### src/rtl/output_unit_fifo.sv
// Buffered CU output unit: 4-phase out_req/out_ack push side, FWFT valid/ready drain side.
// Optional OUT_STATS_EN enables the stat_count / stat_stall counters (tied to 0 otherwise).
module output_unit_fifo #(
    parameter int DW    = 16,
    parameter int DEPTH = 4,
    parameter int AW    = $clog2(DEPTH)
) (
    input  logic          clk,
    input  logic          rst_b,
    input  logic          out_req,
    input  logic [DW-1:0] out_data,
    input  logic [1:0]    out_fmt,
    output logic          out_ack,
    output logic          dev_valid,
    output logic [DW-1:0] dev_data,
    output logic [1:0]    dev_fmt,
    input  logic          dev_ready,
    output logic [AW:0]   fifo_level,
    output logic          full,
    output logic          empty,
    output logic [31:0]   stat_count,
    output logic [15:0]   stat_stall
);

    typedef enum logic {
        IDLE = 1'b0,
        ACK  = 1'b1
    } cu_state_t;

    cu_state_t state_reg;
    cu_state_t state_next;

    logic [DW+1:0] mem [DEPTH];
    logic [AW-1:0] wr_ptr_reg;
    logic [AW-1:0] rd_ptr_reg;
    logic [AW:0]   level_reg;
    logic [DW+1:0] head;
    logic          push;
    logic          pop;

    assign full       = (level_reg == (AW+1)'(DEPTH));
    assign empty      = (level_reg == '0);
    assign fifo_level = level_reg;
    assign out_ack    = (state_reg == ACK);

    assign head      = mem[rd_ptr_reg];
    assign dev_valid = !empty;
    assign dev_data  = head[DW+1:2];
    assign dev_fmt   = head[1:0];

    // Push is gated by the pre-edge full flag, so a simultaneous pop cannot unblock it.
    assign pop = dev_valid && dev_ready;

    always_comb begin
        state_next = state_reg;
        push       = 1'b0;
        case (state_reg)
            IDLE: begin
                if (out_req && !full) begin
                    push       = 1'b1;
                    state_next = ACK;
                end
            end
            ACK: begin
                if (!out_req) begin
                    state_next = IDLE;
                end
            end
            default: state_next = IDLE;
        endcase
    end

    always_ff @(posedge clk or negedge rst_b) begin
        if (!rst_b) begin
            state_reg <= IDLE;
        end else begin
            state_reg <= state_next;
        end
    end

    // Storage is left unreset; the pointers alone define which entries are live.
    always_ff @(posedge clk) begin
        if (push) begin
            mem[wr_ptr_reg] <= {out_data, out_fmt};
        end
    end

    always_ff @(posedge clk or negedge rst_b) begin
        if (!rst_b) begin
            wr_ptr_reg <= '0;
            rd_ptr_reg <= '0;
            level_reg  <= '0;
        end else begin
            if (push) begin
                wr_ptr_reg <= wr_ptr_reg + AW'(1);
            end
            if (pop) begin
                rd_ptr_reg <= rd_ptr_reg + AW'(1);
            end
            case ({push, pop})
                2'b10:   level_reg <= level_reg + (AW+1)'(1);
                2'b01:   level_reg <= level_reg - (AW+1)'(1);
                default: level_reg <= level_reg;
            endcase
        end
    end

`ifdef OUT_STATS_EN
    logic [31:0] stat_count_reg;
    logic [15:0] stat_stall_reg;
    logic        stall;

    assign stall = (state_reg == IDLE) && out_req && full;

    always_ff @(posedge clk or negedge rst_b) begin
        if (!rst_b) begin
            stat_count_reg <= '0;
            stat_stall_reg <= '0;
        end else begin
            if (pop) begin
                stat_count_reg <= stat_count_reg + 32'd1;
            end
            if (stall && (stat_stall_reg != 16'hFFFF)) begin
                stat_stall_reg <= stat_stall_reg + 16'd1;
            end
        end
    end

    assign stat_count = stat_count_reg;
    assign stat_stall = stat_stall_reg;
`else
    assign stat_count = '0;
    assign stat_stall = '0;
`endif

`ifndef SYNTHESIS
    // Console echo of every popped word in its requested format.
    always @(posedge clk) begin
        if (rst_b && pop) begin
            case (dev_fmt)
                2'd0:    $display("[OUTPUT_UNIT] OUT> %0d", dev_data);
                2'd1:    $display("[OUTPUT_UNIT] OUT> %0d", $signed(dev_data));
                2'd2:    $display("[OUTPUT_UNIT] OUT> 0x%h", dev_data);
                default: $display("[OUTPUT_UNIT] OUT> 0b%b", dev_data);
            endcase
        end
    end
`endif

endmodule

### config.mk
export PLATFORM = sky130hd
export DESIGN_NAME = output_unit_fifo
export DESIGN_NICKNAME = d
export VERILOG_FILES = /design/src/rtl/output_unit_fifo.sv
export SDC_FILE = /design/constraint.sdc
export NUM_CORES = 1
export LEC_CHECK = 0
export ABC_AREA = 1
export CAP_MARGIN = 25
export CORE_MARGIN = 3
export CORE_UTILIZATION = 35
export CTS_BUF_LIST = sky130_fd_sc_hd__clkbuf_8
export DETAILED_ROUTE_END_ITERATION = 16
export PLACE_DENSITY = 0.69
export SYNTH_ARGS = -nofsm -noshare
export SYNTH_HDL_FRONTEND = slang
export SYNTH_SLANG_ARGS = --single-unit
### constraint.sdc
create_clock -name clk -period 5.1 [get_ports clk]
set_clock_uncertainty 0.1 [all_clocks]
set_input_delay 1.275 -clock clk [delete_from_list [all_inputs] [get_ports clk]]
set_output_delay 1.275 -clock clk [all_outputs]
set_load 0.01 [all_outputs]
==> metrics.txt <==
crit-path max FO=20; crit path buf inv count=2; full die area=11980 sq um; Slowest-stage cell, CP=dfrtp_1; Min-Delay Path Class=reg2reg; gpl congestion=0.6983; Synth top area share=0.5773; initial antenna violation count=0; Fmax=262.8 MHz; TritonCTS Buffers=9; DRC=0; hold_ws=0.4042 ns; CP arrival=2.43 ns; Largest delay share family, worst path=buffers and inverters; grt peak-use layer=met2; Slew @ Worst Pin=0.8166 ns; n_diodes=0; grt met1 use=0.1365; Core Area=10370 sq um; RSZ-0062 raised after global routing=false; number of setup buffers added after CTS=0; Die Ht=109.4 um; multi-input logic area=903.4 sq um; Final Hold Viols=0; Syn-to-layout area delta=16.34%; clock sink total=80; GRT Resource Usage Total=0.1140; share of cells above drive strength 1=0.06860; Post-Syn Instances=324; TritonCTS clock tree=built; Setup violations, final=0; GR Layer Usage met2=0.1883; Final Slew Violations=0; Required @ worst endpoint=3.72 ns; CTS resizes=0; chain of cells forming the critical path=inv_2 > o211ai_1 > nand2_1 > clkdlybuf4s50_1; synthesis warning total=0; standby leakage power=1.830 nW; grt ovf=0; area of the mapped netlist=3745 sq um; first-pass GRT wire length=10.21 mm; met3 capacity usage during global routing=0.03406; Sequential Area=2362 sq um; DR pass1 iterations=4; die span in x=109.4 um; vias per std cell=4.190; DR iter-0 viols=71; Min Clock Period, post-route=3.805 ns; CP Class=reg2out; CP startpoint kind=flop; peak supply drop=0.2918 mV; post-synthesis register bit count=80; CTS root buffer=clkbuf_8; Fill cells=972; H-tree depth=3; Largest Register=mem; Synth area leaders=edfxtp_1 58%, buf_4 10%, nand2_1 7.2%, o211ai_1 6.8%, dfrtp_1 5.3%; nets@finish=403; Fin Setup TNS=0 ns; via count=2158; dpl hpwl=4.133 mm; routed len/inst=12.38 um; MaxCap Viol Count=0; status=finished clean; commonest cells after routing, fill and taps aside=72 x nand2_1, 72 x edfxtp_1, 55 x inv_1, 48 x conb_1, 46 x clkdlybuf4s50_1; max reg flops=72; Hold Buf Count CTS=0; Worst-Skew Late Latency=0.34 ns; Setup crit end kind=output port; Period Utilization, post-route=0.7462; Max-Slew Margin vs Limit=0.4556; most area-hungry cell type in the Yosys netlist=edfxtp_1; Ports=95; pwr dens=517.2 nW/um^2; initial core utilization=0.3611; Synth cell types=19; Syn Area/Cell=11.56 sq um; maximum buffer depth of the clock tree=2; Port Buffers=46; post-route antenna net violation count=0; Rows=37; Clock transition at path regs=0.08 ns; crit-path max cell delay=0.88 ns; sequential share of the synthesized area=0.6308; Post-Route WL=6.375 mm; largest net degree at the start of global routing=74; vias in the first global route=2117
[worst register-to-register path, delay by kind of cell, from the launching register on]
| family | cells | cell delay (ns) |
|---|---|---|
| AND/OR/NAND/NOR | 6 | 0.65 |
| adder cells (fa/ha/maj) | 2 | 0.58 |
| flip-flops | 1 | 0.41 |
| buffers and inverters | 2 | 0.19 |
[cells by family after synthesis]
group,Yosys count,share of synthesized area
buffers and inverters,113,0.1777
and+or+nand+nor,86,0.08988
DFF,80,0.6308
AOI/OAI and AO/OA,37,0.07617
adders and majority gates,6,0.02205
xor gates and xnor gates,1,0.002339
other,1,0.001001
[final cells by class]
cell class | count | area share
Sequential cell | 80 | 0.5422
Multi-Input combinational cell | 178 | 0.2074
Timing Repair Buffer | 51 | 0.1232
Tap cell | 136 | 0.03906
Inverter | 55 | 0.04739
Clock buffer | 9 | 0.02843
Clock inverter | 6 | 0.01235
[layer usage]
metal | wire length (um) | up-vias
met5 | 0 | -
met4 | 112 | 0
met3 | 520 | 9
met2 | 3032 | 86
met1 | 2710 | 985
li1 | - | 1078
[report_power, final]
part / total, mW / switching (mW) / internal (mW)
sequential: 0.908 / 0.0711 / 0.837
combinational: 0.920 / 0.502 / 0.418
clock: 0.426 / 0.208 / 0.217
[per-stage QoR]
| stage | setup WS [ns] | instance area, sq um | utilization | std cells | power [mW] |
|---|---|---|---|---|---|
| 3_3_place_gp | 1.605 | 4103 | 0.3956 | 495 | 1.804 |
| 6_report | 1.295 | 4357 | 0.4201 | 515 | 2.253 |
| 5_1_grt | 1.072 | 4357 | 0.4201 | 515 | 2.438 |
| 4_1_cts | 1.240 | 4280 | 0.4128 | 510 | 2.253 |
| 2_1_floorplan | 2.221 | 3921 | - | 371 | 1.498 |
| 3_5_place_dp | 1.532 | 4103 | 0.3956 | 495 | 1.828 |
[cells in the mapped netlist, drive strengths merged]
cell	n
o211ai	36
buf	58
fa	1
ha	5
nand3	7
inv	55
dfrtp	8
o21ai	1
nand2	73
conb	1
edfxtp	72
nor2	5
nand4	1
xnor2	1
[path summary, 6_finish.rpt]
| kind | from | end | slack (ns) | depth (start not counted) |
|---|---|---|---|---|
| max | rd_ptr_reg[1] | dev_data[15] | 1.29 | 4 |
| max in group asynchronous | rst_b | rd_ptr_reg[1] | 3.48 | 1 |
| min | fifo_level[0] | fifo_level[0] | 0.40 | 1 |
| min reg2reg | fifo_level[0] | fifo_level[0] | 0.40 | 1 |
| max reg2reg | fifo_level[0] | fifo_level[2] | 3.06 | 10 |
| min in group asynchronous | rst_b | fifo_level[0] | 1.12 | 1 |
Power figures use the tool's default switching activity.
